--- src/rtl/cache_fill_responder_if.sv ---
// Cache-side request/burst signals and backing-memory command signals for
// cache_fill_responder. The master side is the cache plus memory (stimulus),
// the slave side is the responder itself.
interface cache_fill_responder_if #(
    parameter int MEMADDRBITS = 24
);
    // cache request side
    logic [31:0]            sdram_addr;
    logic                   sdram_req;
    logic                   sdram_rw;
    logic [15:0]            data_to_sdram;
    logic [1:0]             sdram_wr_be;
    logic [15:0]            data_from_sdram;
    logic                   sdram_fill;
    logic                   sdram_wr_ack;
    // backing memory side
    logic [MEMADDRBITS-1:0] mem_addr;
    logic                   mem_rd;
    logic                   mem_wr;
    logic [1:0]             mem_be;
    logic [15:0]            mem_wdata;
    logic [15:0]            mem_rdata;
    logic                   mem_wait;

    modport master (
        output sdram_addr, sdram_req, sdram_rw, data_to_sdram, sdram_wr_be,
        output mem_rdata, mem_wait,
        input  data_from_sdram, sdram_fill, sdram_wr_ack,
        input  mem_addr, mem_rd, mem_wr, mem_be, mem_wdata
    );

    modport slave (
        input  sdram_addr, sdram_req, sdram_rw, data_to_sdram, sdram_wr_be,
        input  mem_rdata, mem_wait,
        output data_from_sdram, sdram_fill, sdram_wr_ack,
        output mem_addr, mem_rd, mem_wr, mem_be, mem_wdata
    );
endinterface

--- src/rtl/cache_fill_responder.sv ---
// Cache line fill / word write responder. A read request fetches the 8-word
// line starting at the requested word (wrapping inside the line) into a local
// buffer, then streams it to the cache in slot order as one contiguous burst.
// A write request issues one masked word write and acknowledges it.
// Every output is a register; the memory command holds while mem_wait=1.
module cache_fill_responder #(
    parameter int MEMADDRBITS = 24
) (
    input  logic                 clk,
    input  logic                 reset,
    cache_fill_responder_if.slave bus
);

    localparam int MA = MEMADDRBITS;

    typedef enum logic [2:0] {
        IDLE    = 3'd0,
        FETCH   = 3'd1,
        STREAM  = 3'd2,
        WRITE   = 3'd3,
        RELEASE = 3'd4
    } state_t;

    state_t         state, state_n;

    // registered outputs and their next values
    logic [15:0]    dout_q,  dout_n;
    logic           fill_q,  fill_n;
    logic           ack_q,   ack_n;
    logic [MA-1:0]  maddr_q, maddr_n;
    logic           mrd_q,   mrd_n;
    logic           mwr_q,   mwr_n;
    logic [1:0]     mbe_q,   mbe_n;
    logic [15:0]    mwd_q,   mwd_n;

    // burst bookkeeping
    logic [2:0]     start_q, start_n;   // requested start word within the line
    logic [2:0]     iss_k,   iss_n;     // index of the read currently presented
    logic [2:0]     cap_k,   cap_n;     // slot the next returning word lands in
    logic           rd_pend, pend_n;    // a read was accepted last edge; data is on mem_rdata
    logic [2:0]     out_k,   out_n;     // next slot to stream

    logic [15:0]    lbuf [8];
    logic [2:0]     nxt_off;

    // Address bits outside the word-address window are intentionally ignored.
    logic           unused_addr_bits;
    assign unused_addr_bits = ^{bus.sdram_addr[31:MA+1], bus.sdram_addr[0]};

    // Line offset of the read after the one being accepted; 3-bit wrap keeps it inside the line.
    assign nxt_off = start_q + iss_k + 3'd1;

    assign bus.data_from_sdram = dout_q;
    assign bus.sdram_fill      = fill_q;
    assign bus.sdram_wr_ack    = ack_q;
    assign bus.mem_addr        = maddr_q;
    assign bus.mem_rd          = mrd_q;
    assign bus.mem_wr          = mwr_q;
    assign bus.mem_be          = mbe_q;
    assign bus.mem_wdata       = mwd_q;

    // State and output registers; reset forces IDLE and clears every output.
    always_ff @(posedge clk or negedge reset) begin
        if (!reset) begin
            state   <= IDLE;
            dout_q  <= '0;
            fill_q  <= 1'b0;
            ack_q   <= 1'b0;
            maddr_q <= '0;
            mrd_q   <= 1'b0;
            mwr_q   <= 1'b0;
            mbe_q   <= '0;
            mwd_q   <= '0;
            start_q <= '0;
            iss_k   <= '0;
            cap_k   <= '0;
            rd_pend <= 1'b0;
            out_k   <= '0;
        end else begin
            state   <= state_n;
            dout_q  <= dout_n;
            fill_q  <= fill_n;
            ack_q   <= ack_n;
            maddr_q <= maddr_n;
            mrd_q   <= mrd_n;
            mwr_q   <= mwr_n;
            mbe_q   <= mbe_n;
            mwd_q   <= mwd_n;
            start_q <= start_n;
            iss_k   <= iss_n;
            cap_k   <= cap_n;
            rd_pend <= pend_n;
            out_k   <= out_n;
        end
    end

    // Line buffer: each returning read word goes to the slot of its issue order.
    always_ff @(posedge clk) begin
        if (state == FETCH && rd_pend) begin
            lbuf[cap_k] <= bus.mem_rdata;
        end
    end

    // Next-state and next-output decode.
    always_comb begin
        state_n = state;
        dout_n  = dout_q;
        fill_n  = 1'b0;
        ack_n   = 1'b0;
        maddr_n = maddr_q;
        mrd_n   = mrd_q;
        mwr_n   = mwr_q;
        mbe_n   = mbe_q;
        mwd_n   = mwd_q;
        start_n = start_q;
        iss_n   = iss_k;
        cap_n   = cap_k;
        pend_n  = rd_pend;
        out_n   = out_k;

        case (state)
            IDLE: begin
                if (bus.sdram_req) begin
                    // Everything the transaction needs is captured here;
                    // later changes on the request inputs are ignored.
                    maddr_n = bus.sdram_addr[MA:1];
                    start_n = bus.sdram_addr[3:1];
                    iss_n   = 3'd0;
                    cap_n   = 3'd0;
                    pend_n  = 1'b0;
                    if (bus.sdram_rw) begin
                        mrd_n   = 1'b1;
                        state_n = FETCH;
                    end else begin
                        mbe_n   = bus.sdram_wr_be;
                        mwd_n   = bus.data_to_sdram;
                        // An all-zero mask writes nothing, so no command is issued.
                        mwr_n   = |bus.sdram_wr_be;
                        state_n = WRITE;
                    end
                end
            end

            FETCH: begin
                pend_n = mrd_q && !bus.mem_wait;
                if (mrd_q && !bus.mem_wait) begin
                    if (iss_k == 3'd7) begin
                        mrd_n = 1'b0;
                    end else begin
                        iss_n   = iss_k + 3'd1;
                        maddr_n = {maddr_q[MA-1:3], nxt_off};
                    end
                end
                if (rd_pend) begin
                    cap_n = cap_k + 3'd1;
                    // Slot 7 is landing now, so slot 0 can start the burst on the same edge.
                    if (cap_k == 3'd7) begin
                        state_n = STREAM;
                        fill_n  = 1'b1;
                        dout_n  = lbuf[0];
                        out_n   = 3'd1;
                    end
                end
            end

            STREAM: begin
                dout_n = lbuf[out_k];
                out_n  = out_k + 3'd1;
                if (out_k == 3'd7) begin
                    state_n = RELEASE;
                end
            end

            WRITE: begin
                if (!mwr_q) begin
                    ack_n   = 1'b1;
                    state_n = RELEASE;
                end else if (!bus.mem_wait) begin
                    mwr_n   = 1'b0;
                    ack_n   = 1'b1;
                    state_n = RELEASE;
                end
            end

            RELEASE: begin
                // Wait for the cache to drop its request so one request gets one service.
                if (!bus.sdram_req) begin
                    state_n = IDLE;
                end
            end

            default: state_n = IDLE;
        endcase
    end

    // Read and write commands are never presented together.
    a_cmd_excl: assert property (@(posedge clk) disable iff (!reset) !(mrd_q && mwr_q));

    // A burst marker only ever starts a stream.
    a_fill_stream: assert property (@(posedge clk) disable iff (!reset) fill_q |-> state == STREAM);

endmodule

--- src/flat_wrapper.sv ---
// flat-port wrapper written by rule: the top's interface ports become plain ports
module cache_fill_responder_flat 
#(
    parameter int MEMADDRBITS = 24
)
  (clk, reset, bus_sdram_addr, bus_sdram_req, bus_sdram_rw, bus_data_to_sdram, bus_sdram_wr_be, bus_mem_rdata, bus_mem_wait, bus_data_from_sdram, bus_sdram_fill, bus_sdram_wr_ack, bus_mem_addr, bus_mem_rd, bus_mem_wr, bus_mem_be, bus_mem_wdata);
  cache_fill_responder_if #(.MEMADDRBITS(MEMADDRBITS)) bus_i ();
  input  logic clk;
  input  logic reset;
  input wire logic [$bits(bus_i.sdram_addr)-1:0] bus_sdram_addr;
  input wire logic [$bits(bus_i.sdram_req)-1:0] bus_sdram_req;
  input wire logic [$bits(bus_i.sdram_rw)-1:0] bus_sdram_rw;
  input wire logic [$bits(bus_i.data_to_sdram)-1:0] bus_data_to_sdram;
  input wire logic [$bits(bus_i.sdram_wr_be)-1:0] bus_sdram_wr_be;
  input wire logic [$bits(bus_i.mem_rdata)-1:0] bus_mem_rdata;
  input wire logic [$bits(bus_i.mem_wait)-1:0] bus_mem_wait;
  output wire logic [$bits(bus_i.data_from_sdram)-1:0] bus_data_from_sdram;
  output wire logic [$bits(bus_i.sdram_fill)-1:0] bus_sdram_fill;
  output wire logic [$bits(bus_i.sdram_wr_ack)-1:0] bus_sdram_wr_ack;
  output wire logic [$bits(bus_i.mem_addr)-1:0] bus_mem_addr;
  output wire logic [$bits(bus_i.mem_rd)-1:0] bus_mem_rd;
  output wire logic [$bits(bus_i.mem_wr)-1:0] bus_mem_wr;
  output wire logic [$bits(bus_i.mem_be)-1:0] bus_mem_be;
  output wire logic [$bits(bus_i.mem_wdata)-1:0] bus_mem_wdata;
  assign bus_i.sdram_addr = bus_sdram_addr;
  assign bus_i.sdram_req = bus_sdram_req;
  assign bus_i.sdram_rw = bus_sdram_rw;
  assign bus_i.data_to_sdram = bus_data_to_sdram;
  assign bus_i.sdram_wr_be = bus_sdram_wr_be;
  assign bus_i.mem_rdata = bus_mem_rdata;
  assign bus_i.mem_wait = bus_mem_wait;
  assign bus_data_from_sdram = bus_i.data_from_sdram;
  assign bus_sdram_fill = bus_i.sdram_fill;
  assign bus_sdram_wr_ack = bus_i.sdram_wr_ack;
  assign bus_mem_addr = bus_i.mem_addr;
  assign bus_mem_rd = bus_i.mem_rd;
  assign bus_mem_wr = bus_i.mem_wr;
  assign bus_mem_be = bus_i.mem_be;
  assign bus_mem_wdata = bus_i.mem_wdata;
  cache_fill_responder #(.MEMADDRBITS(MEMADDRBITS)) u_core (.clk(clk), .reset(reset), .bus(bus_i));
endmodule
--- config.mk ---
export PLATFORM = sky130hd
export DESIGN_NAME = cache_fill_responder_flat
export DESIGN_NICKNAME = d
export VERILOG_FILES = /design/src/rtl/cache_fill_responder_if.sv /design/src/rtl/cache_fill_responder.sv /design/src/flat_wrapper.sv
export SDC_FILE = /design/constraint.sdc
export NUM_CORES = 1
export LEC_CHECK = 0
export CAP_MARGIN = 10
export CORE_MARGIN = 2
export CORE_UTILIZATION = 53
export DETAILED_ROUTE_END_ITERATION = 8
export HOLD_SLACK_MARGIN = 0.02
export PLACE_DENSITY = 0.8
export SETUP_SLACK_MARGIN = 0.5
export SLEW_MARGIN = 10
export SYNTH_ARGS = -nofsm -noshare
export SYNTH_HDL_FRONTEND = slang
export SYNTH_SLANG_ARGS = --single-unit
--- constraint.sdc ---
create_clock -name clk -period 3 [get_ports clk]
set_input_delay 0.3 -clock clk [delete_from_list [all_inputs] [get_ports clk]]
set_output_delay 0.3 -clock clk [all_outputs]
set_load 0.03 [all_outputs]
==> results.cfg <==
[run_status]
status = finished, final reports clean

[final_layout]
commonest_non_fill_non_tap_cell_in_the_layout = sky130_fd_sc_hd__edfxtp_1
antenna-diode-count = 0
drive_gt1_share_pct = 25.0
multi_input_area_sq_mm = 0.00233
most-common-layout-cells = 128 x sky130_fd_sc_hd__edfxtp_1, 123 x sky130_fd_sc_hd__clkdlybuf4s50_1, 77 x sky130_fd_sc_hd__dfrtp_1, 50 x sky130_fd_sc_hd__mux2_2, 42 x sky130_fd_sc_hd__nand2_1
finalNetCount = 685
final-seq-area_sq_mm = 0.00580
postLayoutCellArea_sq_mm = 0.0106
n_fill_cell = 979
utilization_pct = 69.6
area_delta_synth_final_pct = 28.2

[sta]
final-max-slew-violation-count = 0
achievable-frequency_mhz = 440
worst-slew-pin-transition_ps = 1000
post-route-min-period_ps = 2270
maxSlewHeadroom_pct = 33.1
final.hold.worst_slack_ps = 416
setup-violations-final = 0
final_hold_viol_count = 0
clock-skew-final_ps = 22.8
rsz0062_at_grt = false
setup_tns_ps = 0
final_min_period_over_clock_period_pct = 75.7

[worst_setup_path]
crit_type = register to register
r2r_cells = 5
max_stage_delay_ps = 550
crit_buf_inv = 2
endpoint_kind = register
crit_slowest_cell = sky130_fd_sc_hd__dfrtp_1
critical_path_data_required_time_ps = 3210
timing.critical_path.arrival_ps = 2480
critical_path.top_delay_family = simple AND/OR/NAND/NOR gates
cp_common_cell = sky130_fd_sc_hd__buf_4
critical_path.startpoint_type = register
critical_path.cell_chain = nor4bb_1 -> buf_4 -> nand2b_1 -> nor3_4 -> buf_4
timing.critical_path.depth = 5
timing.critical_path.fanout_max = 11

[synthesis]
dominantRegCellSynth = sky130_fd_sc_hd__edfxtp_1
synthesis.area_per_instance_sq_um = 17.9
async_flop_share_pct = 37.9
ys_types = 39
postSynthCellCount = 462
synth_largest_type_area_fraction_pct = 46.6
mappedNetlistNets = 541
syn-cell-area_sq_mm = 0.00825
ys_ff_latch = 206
synth_top_cell_by_area = sky130_fd_sc_hd__edfxtp_1
ys_warn_count = 0
leading_cell_types_by_total_area_after_synthesis = sky130_fd_sc_hd__edfxtp_1 47%, sky130_fd_sc_hd__dfrtp_1 24%, sky130_fd_sc_hd__mux4_2 8.7%
number_of_enable_flip_flop_cells_after_synthesis = 128
seq_area_frac_synth_pct = 70.2

[worst_hold_path]
hp-class = input pin to register
holdPathStages = 2

[floorplanning]
width_of_the_die_um = 129
floorplan.initialDensity_pct = 54.3
die_height_um = 129
cell_rows = 45
ioPinCount = 133
design.die.area_sq_mm = 0.0166
coreArea_sq_mm = 0.0152

[placement]
dp_hpwl_um = 10200
placed_cell_area_sq_mm = 0.00977
gp_congestion = 0.741
port-buffer-count = 124

[clock_tree]
tritoncts = done
num_cts_buffers = 22
worst_skew_pair.late_latency_ps = 510
post-cts-setup-buffer-count = 0
htree_levels = 1
clkSlewWorstSetupHoldPaths_ps = 60
clockBufferDepth = 3
cts-root-buf = sky130_fd_sc_hd__clkbuf_16
clock_sinks = 206

[detailed_routing]
vias = 4581
drt_pre_antenna_iters = 4
drt_iter0_drc = 269
post-route-drc-count = 0
finalWirelength_um = 16900
detail_route.vias_per_cell = 5.66
wire_length_per_cell_um = 20.8
antenna_left = 0

[power_and_ir_drop]
power_density_over_cell_area_mw_per_mm2 = 1010
vdd.ir_drop.worst_mv = 0.504
leakagePower_nw = 3.99

[run]
max-cap-violations = 0

[global_route]
grt_antenna_before_repair = 0
number_of_global_route_vias_before_repair = 4904
grt_max_degree = 79
grt_overflow = 0
grt_first_pass_wirelength_um = 26100
global_route_usage_over_all_layers_pct = 20.7
## through the flow
stage	instances	total power, mW	setup WS (ps)
after floorplan	462	6.47	819
after global placement	769	7.68	722
after detailed placement	769	7.81	642
after CTS	809	10.8	564
after global routing	809	11.2	611
final	809	10.6	729
## cell usage after synthesis, types with 2 or more instances
cell and number:
sky130_fd_sc_hd__nor2_1 6, sky130_fd_sc_hd__nor3b_1 5, sky130_fd_sc_hd__buf_6 3, sky130_fd_sc_hd__o21ai_0 22, sky130_fd_sc_hd__o211ai_1 2, sky130_fd_sc_hd__dfrtp_1 78
sky130_fd_sc_hd__clkbuf_1 6, sky130_fd_sc_hd__mux2i_1 18, sky130_fd_sc_hd__nand2b_1 5, sky130_fd_sc_hd__nand2_1 42, sky130_fd_sc_hd__buf_2 12, sky130_fd_sc_hd__a21oi_1 3
sky130_fd_sc_hd__ha_1 7, sky130_fd_sc_hd__mux4_2 32, sky130_fd_sc_hd__mux2_4 9, sky130_fd_sc_hd__inv_1 4, sky130_fd_sc_hd__nor3_1 3, sky130_fd_sc_hd__mux2_2 50
sky130_fd_sc_hd__edfxtp_1 128, sky130_fd_sc_hd__o21ai_1 8
## sequential cells by signal (all words and copies together), names as in the netlist, 2 cells and up
register,count
u_core.start_q,3
u_core.lbuf,128
u_core.cap_k,3
u_core.bus.mem_wdata,16
u_core.iss_k,3
u_core.bus.mem_be,2
u_core.state,3
u_core.out_k,3
u_core.bus.data_from_sdram,16
u_core.bus.mem_addr,24
## cell families (layout without fill, tap and decap cells)
| family | count (synthesis) | after routing | synth area share [%] |
|---|---|---|---|
| and+or+nand+nor | 69 | 69 | 4.29 |
| DFF | 206 | 206 | 70.2 |
| AOI/OAI and AO/OA | 40 | 40 | 2.70 |
| buffers and inverters | 28 | 187 | 1.91 |
| xor gates and xnor gates | 2 | 2 | 0.212 |
| muxes | 109 | 109 | 19.4 |
| adders and majority gates | 8 | 8 | 1.30 |
## worst reg2reg max path, cell delays in order, from the launching register on
cell and delay [ps]:
sky130_fd_sc_hd__dfrtp_1 550, sky130_fd_sc_hd__nor4bb_1 420, sky130_fd_sc_hd__buf_4 220, sky130_fd_sc_hd__nand2b_1 150, sky130_fd_sc_hd__nor3_4 390, sky130_fd_sc_hd__buf_4 250
## layer usage
metal / GRT usage, % / up-vias / part of all wire, %
met5: 0 / - / 0
met4: 6.01 / 0 / 2.1
met3: 4.32 / 28 / 6.6
met2: 36.4 / 167 / 50
met1: 26.4 / 2328 / 41
li1: - / 2058 / -
## where the power goes
| group | leakage [nW] | switching (mW) | total, mW | internal (mW) |
|---|---|---|---|---|
| Combinational | 1.50 | 1.89 | 3.75 | 1.86 |
| Clock | 0.388 | 1.07 | 2.90 | 1.84 |
| Sequential | 2.10 | 0.437 | 3.99 | 3.55 |
## area by class of cell
class,instances,area share (%)
timing repair buffer,144,13.3
clock buffer,27,5.57
tap,188,2.22
sequential,206,54.8
clock inverter,12,2.00
multi-input combinational,228,22.0
inverter,4,0.142
## worst paths after layout
check,from,endpoint,slack [ps]
max,u_core.state[2]$_DFFE_PN0P_,u_core.lbuf[0][7]$_DFFE_PP_,730
min,bus_data_to_sdram[12],u_core.bus.mem_wdata[12]$_DFFE_PN0P_,420
max reg2reg,u_core.state[2]$_DFFE_PN0P_,u_core.lbuf[0][7]$_DFFE_PP_,730
min reg2reg,u_core.bus.mem_addr[1]$_DFFE_PN0P_,u_core.bus.mem_addr[1]$_DFFE_PN0P_,490
max in group asynchronous,reset,u_core.out_k[0]$_DFFE_PN0P_,1770
min in group asynchronous,reset,u_core.bus.data_from_sdram[13]$_DFFE_PN0P_,520
## timing repair
action | in CTS | in global routing
setup endpoints to repair | 0 | 12
endpoints found under the hold margin | 14 | 0
resized for setup | 0 | 1
hold buffers | 1 | 0
Note: power is estimated with default switching activity, not from simulation.
==> edit 1 (same settings) <==
`MEMADDRBITS` is set to 24 in 3 places; all go to 12.
--- a/src/rtl/cache_fill_responder_if.sv
+++ b/src/rtl/cache_fill_responder_if.sv
@@ -4,3 +4,3 @@
 interface cache_fill_responder_if #(
-    parameter int MEMADDRBITS = 24
+    parameter int MEMADDRBITS = 12
 );
--- a/src/rtl/cache_fill_responder.sv
+++ b/src/rtl/cache_fill_responder.sv
@@ -6,3 +6,3 @@
 module cache_fill_responder #(
-    parameter int MEMADDRBITS = 24
+    parameter int MEMADDRBITS = 12
 ) (
--- a/src/flat_wrapper.sv
+++ b/src/flat_wrapper.sv
@@ -3,3 +3,3 @@
 #(
-    parameter int MEMADDRBITS = 24
+    parameter int MEMADDRBITS = 12
 )
Interface: changed (resized bus_mem_addr); port bits go from 133 to 121. No check against the original RTL was run, so the function may have changed too.
==> edit 1 against the original RTL <==
  * Sequential power shrank 7.3%
  * Critical endpoint is now u_core.lbuf[1][12]
  * Final cell count shrank 6.2%
  * Largest power group unchanged
  * Sequential cell count shrank 12
  * Design area shrank 8.4%
  * Routed wire length shrank 10%
  * Largest cell class unchanged
  * Power shrank 14%
  * Setup slack gained 88 ps
  * Area after synthesis shrank 4.7%
==> edit 1: results (changes against the original RTL) <==
* Clock Skew at 11.06 ps (-11.72 ps)
* Status: complete, no violations
* Critical Path AT at 2320 ps (-160 ps)
* R2R Path End: u_core.lbuf[1][12]
* Initial DRC Count at 294 (+9.3%)
* Cell Area, Placed at 9104 um2 (-6.8%)
* Synth cell count leaders: edfxtp_1 (128), dfrtp_1 (66), mux4_2 (30)
* Largest net degree at the start of global routing at 35 (-56%)
* CTS max path bufs at 2 (-1)
* Leakage at 0.003585 uW (-10%)
* Worst vdd ir at 0.0007008 V (+39%)
* CTS H-tree depth at 4 (+3)
* Synth area leaders: edfxtp_1 (49%), dfrtp_1 (21%), mux4_2 (8.6%)
* Routed len/inst at 19.98 um (-4.1%)
* Routability congestion estimate at 0.7692 (+3.8%)
* CTS buffer count at 17 (-23%)
* Hold WC Path Type: in2async
* Avg Cell Area, Syn at 17.69 um2 (-1.0%)
* Rel. slew slack at 44.65% (+12 points)
* Port bufs at 100 (-19%)
* Cell Count, Final, Fillers Out at 759 (-6.2%)
* # fillers at 974 (-0.51%)
* Flop2flop setup slack at 820 ps (+90 ps)
* GR Util All Layers at 19.79% (-0.94 points)
* Seq/Total Area, Yosys at 69.83% (-0.39 points)
* Worst slack, placed at 694.7 ps (+53.23 ps)
* Synth unique cells at 45 (+15%)
* Worst path max stage delay at 630 ps (+80 ps)
* Layout cells sized above 1 at 20.87% (-4.1 points)
* Critical R2R Launch: u_core.state[0]
* Placed insts at 726 (-5.6%)
* Later-pin clock latency in the skew report at 430 ps (-80 ps)
* Syn Nets at 524 (-3.1%)
* Via density at 5.764 (+1.8%)
* Detail Placement HPWL at 9542 um (-6.6%)
[edit 1: cell count changes in the layout (fill, tap and decap cells not counted), sizes merged, moves of 18 or more]
cell and delta:
mux2 -29, clkdlybuf4s50 -24, a211oi +18, a21oi +18, nand2 -18
[edit 1: worst max path at each step]
| stage | start | end | slack, ps | cells past startpoint |
|---|---|---|---|---|
| global placement | u_core.state[0] | u_core.lbuf[1][0] | 780 | 5 |
| CTS | u_core.state[0] | u_core.lbuf[1][11] | 670 | 5 |
| global route | u_core.state[0] | u_core.lbuf[1][1] | 660 | 5 |
| floorplan | u_core.state[2] | u_core.lbuf[6][0] | 830 | 5 |
| finish | u_core.state[0] | u_core.lbuf[1][12] | 820 | 5 |
| detailed placement | u_core.state[0] | u_core.lbuf[1][12] | 690 | 5 |
[edit 1: final cells by class]
cell class / count / area (um2) / area share [%]
Tap cell: 184 / 230.2 / 2.376
Multi-Input combinational cell: 221 / 2195 / 22.65
Inverter: 6 / 22.52 / 0.2324
Sequential cell: 194 / 5497 / 56.73
Clock inverter: 9 / 101.3 / 1.046
Timing Repair Buffer: 122 / 1176 / 12.14
Clock buffer: 23 / 467.9 / 4.830
[edit 1: timing repair]
| action | in CTS | in global routing |
|---|---|---|
| hold buffers | 1 | 0 |
| hold endpoints to repair | 25 | 0 |
| endpoints found under the setup margin | 0 | 12 |
| resized for setup | 0 | 1 |
[edit 1: worst max-delay path, delay by kind of cell, from the launching register on]
family                 cells  cell delay, ps
and+or+nand+nor            3             810
buffers and inverters      2             460
DFF                        1             630
[edit 1: cell families after synthesis]
group / count (synthesis) / synth area share (%)
flip-flops: 194 / 69.83
multiplexers: 79 / 15.71
AND/OR/NAND/NOR: 74 / 5.231
AO/OA/AOI/OAI: 58 / 5.151
buffers and inverters: 30 / 2.496
adder cells (fa/ha/maj): 8 / 1.367
XOR/XNOR: 2 / 0.2226
[edit 1: power breakdown]
part	leakage [uW]	internal, uW	switching [uW]	total, uW
sequential	0.00194	3340	367	3700
clock	0.000274	1210	957	2160
combinational	0.00137	1540	1720	3250
[edit 1: per-stage QoR]
stage | utilization (%) | total power (uW)
floorplan | - | 5929
global placement | 62.64 | 6916
detailed placement | 62.64 | 7037
CTS | 66.62 | 9218
global route | 66.67 | 9577
finish | 66.67 | 9118
[edit 1: per-layer routing]
metal,global-route usage [%],up-vias,routed length [um]
met5,0,-,0
met4,6.593,0,194
met3,5.523,13,998
met2,32.34,161,7533
met1,26.06,2243,6437
li1,-,1958,-
==> edit 2 (same flow settings) <==
Made on the original files. Encoding of `state_t`: now one-hot (5 bits for 5 states).
--- a/src/rtl/cache_fill_responder.sv
+++ b/src/rtl/cache_fill_responder.sv
@@ -15,8 +15,8 @@
 
-    typedef enum logic [2:0] {
-        IDLE    = 3'd0,
-        FETCH   = 3'd1,
-        STREAM  = 3'd2,
-        WRITE   = 3'd3,
-        RELEASE = 3'd4
+    typedef enum logic [4:0] {
+        IDLE    = 5'b00001,
+        FETCH   = 5'b00010,
+        STREAM  = 5'b00100,
+        WRITE   = 5'b01000,
+        RELEASE = 5'b10000
     } state_t;
Function: no difference found for any inputs over 4 cycles, from zero or initial values and one cycle with reset low; so few cycles prove little.
==> edit 2 against the original RTL <==
  * First-iteration DRC count increased by 18%
  * Design area decreased by 0.17%
  * Routed wire length rose by 7.6%
  * Sequential cell count increased by 2
  * Power is 24% lower
  * Area after synthesis grew 1.5%
  * Setup slack worse by 100 ps
  * Combinational power decreased by 44%
  * Critical path type unchanged
  * Highest routed layer unchanged
==> edit 2: results (changes against the original RTL) <==
* Status: complete, no violations
* Initial DRC Count at 317 (+18%)
* Antenna cells at 0 (unchanged)
* Synth Area in XOR/XNOR at 0.2091% (-0.0031 points)
* First-pass GRT wire length at 28700 um (+9.9%)
* Largest net degree at the start of global routing at 49 (-38%)
* Leakage at 0.003862 uW (-3.1%)
* GR Util All Layers at 22.20% (+1.5 points)
* Worst-path maximum fanout at 19 (+8)
* CTS buffer count at 21 (-4.5%)
* Seq/Total Area, Yosys at 69.80% (-0.42 points)
* F_max at 421.3 MHz (-4.3%)
* Via count at 5148 (+12%)
* Synth area leaders: edfxtp_1 (46%), dfrtp_1 (24%), mux2i_1 (9.3%)
* First-pass DRT Iterations at 7 (+3)
* Mux share of post-synthesis cell area at 13.08% (-6.3 points)
* Placed insts at 898 (+17%)
* Critical Path AT at 2740 ps (+260 ps)
* Worst vdd ir at 0.0006798 V (+35%)
* Vias in the first global route at 5546 (+13%)
* Routability congestion estimate at 0.8105 (+9.4%)
* Post-synthesis compound-gate area fraction at 5.586% (+2.9 points)
* Flop2flop setup slack at 630 ps (-100 ps)
* Synth cell count leaders: edfxtp_1 (128), nand2_1 (88), dfrtp_1 (79)
* Layout cells sized above 1 at 11.85% (-13 points)
* Post-synthesis adder-cell area fraction at 1.285% (-0.019 points)
* Synthesized instance count at 574 (+24%)
* Final wirelength at 18140 um (+7.6%)
* Detail Placement HPWL at 11150 um (+9.1%)
* Synth unique cells at 44 (+13%)
* Actual slew at the worst max-slew pin at 979.0 ps (-24.79 ps)
* Syn Nets at 653 (+21%)
* Sw frac at 29.93% (-2.0 points)
* Ys async rst share at 38.46% (+0.60 points)
* Fin nets at 790 (+15%)
* Cell Count, Final, Fillers Out at 937 (+16%)
* Clock Skew at 15.32 ps (-7.460 ps)
==> edit 2: path summary, 6_finish.rpt <==
path,cells past startpoint,start,to
setup reg to reg,4,u_core.state[2],u_core.bus.mem_wdata[1]
hold reg to reg,2,u_core.bus.mem_addr[17],u_core.bus.mem_addr[17]
max in group asynchronous,3,reset,u_core.bus.mem_be[0]
min in group asynchronous,2,reset,u_core.bus.mem_wdata[10]
setup / recovery,4,u_core.state[2],u_core.bus.mem_wdata[1]
hold / removal,3,bus_sdram_addr[9],u_core.bus.mem_addr[8]
==> edit 2: tightest hold or removal path, delay by kind of cell <==
family / cells / cell delay, ps
buf+inv: 1 / 390
simple gates: 2 / 90
==> edit 2: final cells by class <==
type / count / area (um2) / share of cell area, %
Sequential cell: 208 / 5851 / 55.38
Multi-Input combinational cell: 333 / 2420 / 22.90
Timing Repair Buffer: 143 / 1384 / 13.10
Clock buffer: 33 / 600.6 / 5.685
Tap cell: 211 / 264.0 / 2.499
Clock inverter: 5 / 31.28 / 0.2961
Inverter: 4 / 15.01 / 0.1421
==> edit 2: stage by stage <==
stage               hold slack [ps]  util, %
floorplan                     4.409        -
global placement              370.9    64.80
detailed placement            380.8    64.80
CTS                           324.3    68.99
global route                  341.1    68.99
finish                        333.7    68.99
==> edit 2: kinds of logic (layout without fill, tap and decap cells) <==
logic type,count (synthesis),after routing
compound gates,71,71
xor+xnor,2,2
fa+ha+maj,8,8
buf+inv,33,185
flops,208,208
mux,102,102
simple gates,150,150
==> edit 2: metal layers <==
layer	share of wire (%)	track usage [%]
met5	0	0
met4	1.9	6.452
met3	6.2	4.838
met1	40	27.85
met2	51	39.11
==> edit 2: power by group through the flow <==
stage	clock, uW	sequential (uW)	combinational, uW
global placement	0	3640	2020
finish	2400	3620	2090
CTS	2430	3620	2110
detailed placement	0	3660	2080
global route	2570	3660	2220
floorplan	0	4210	638
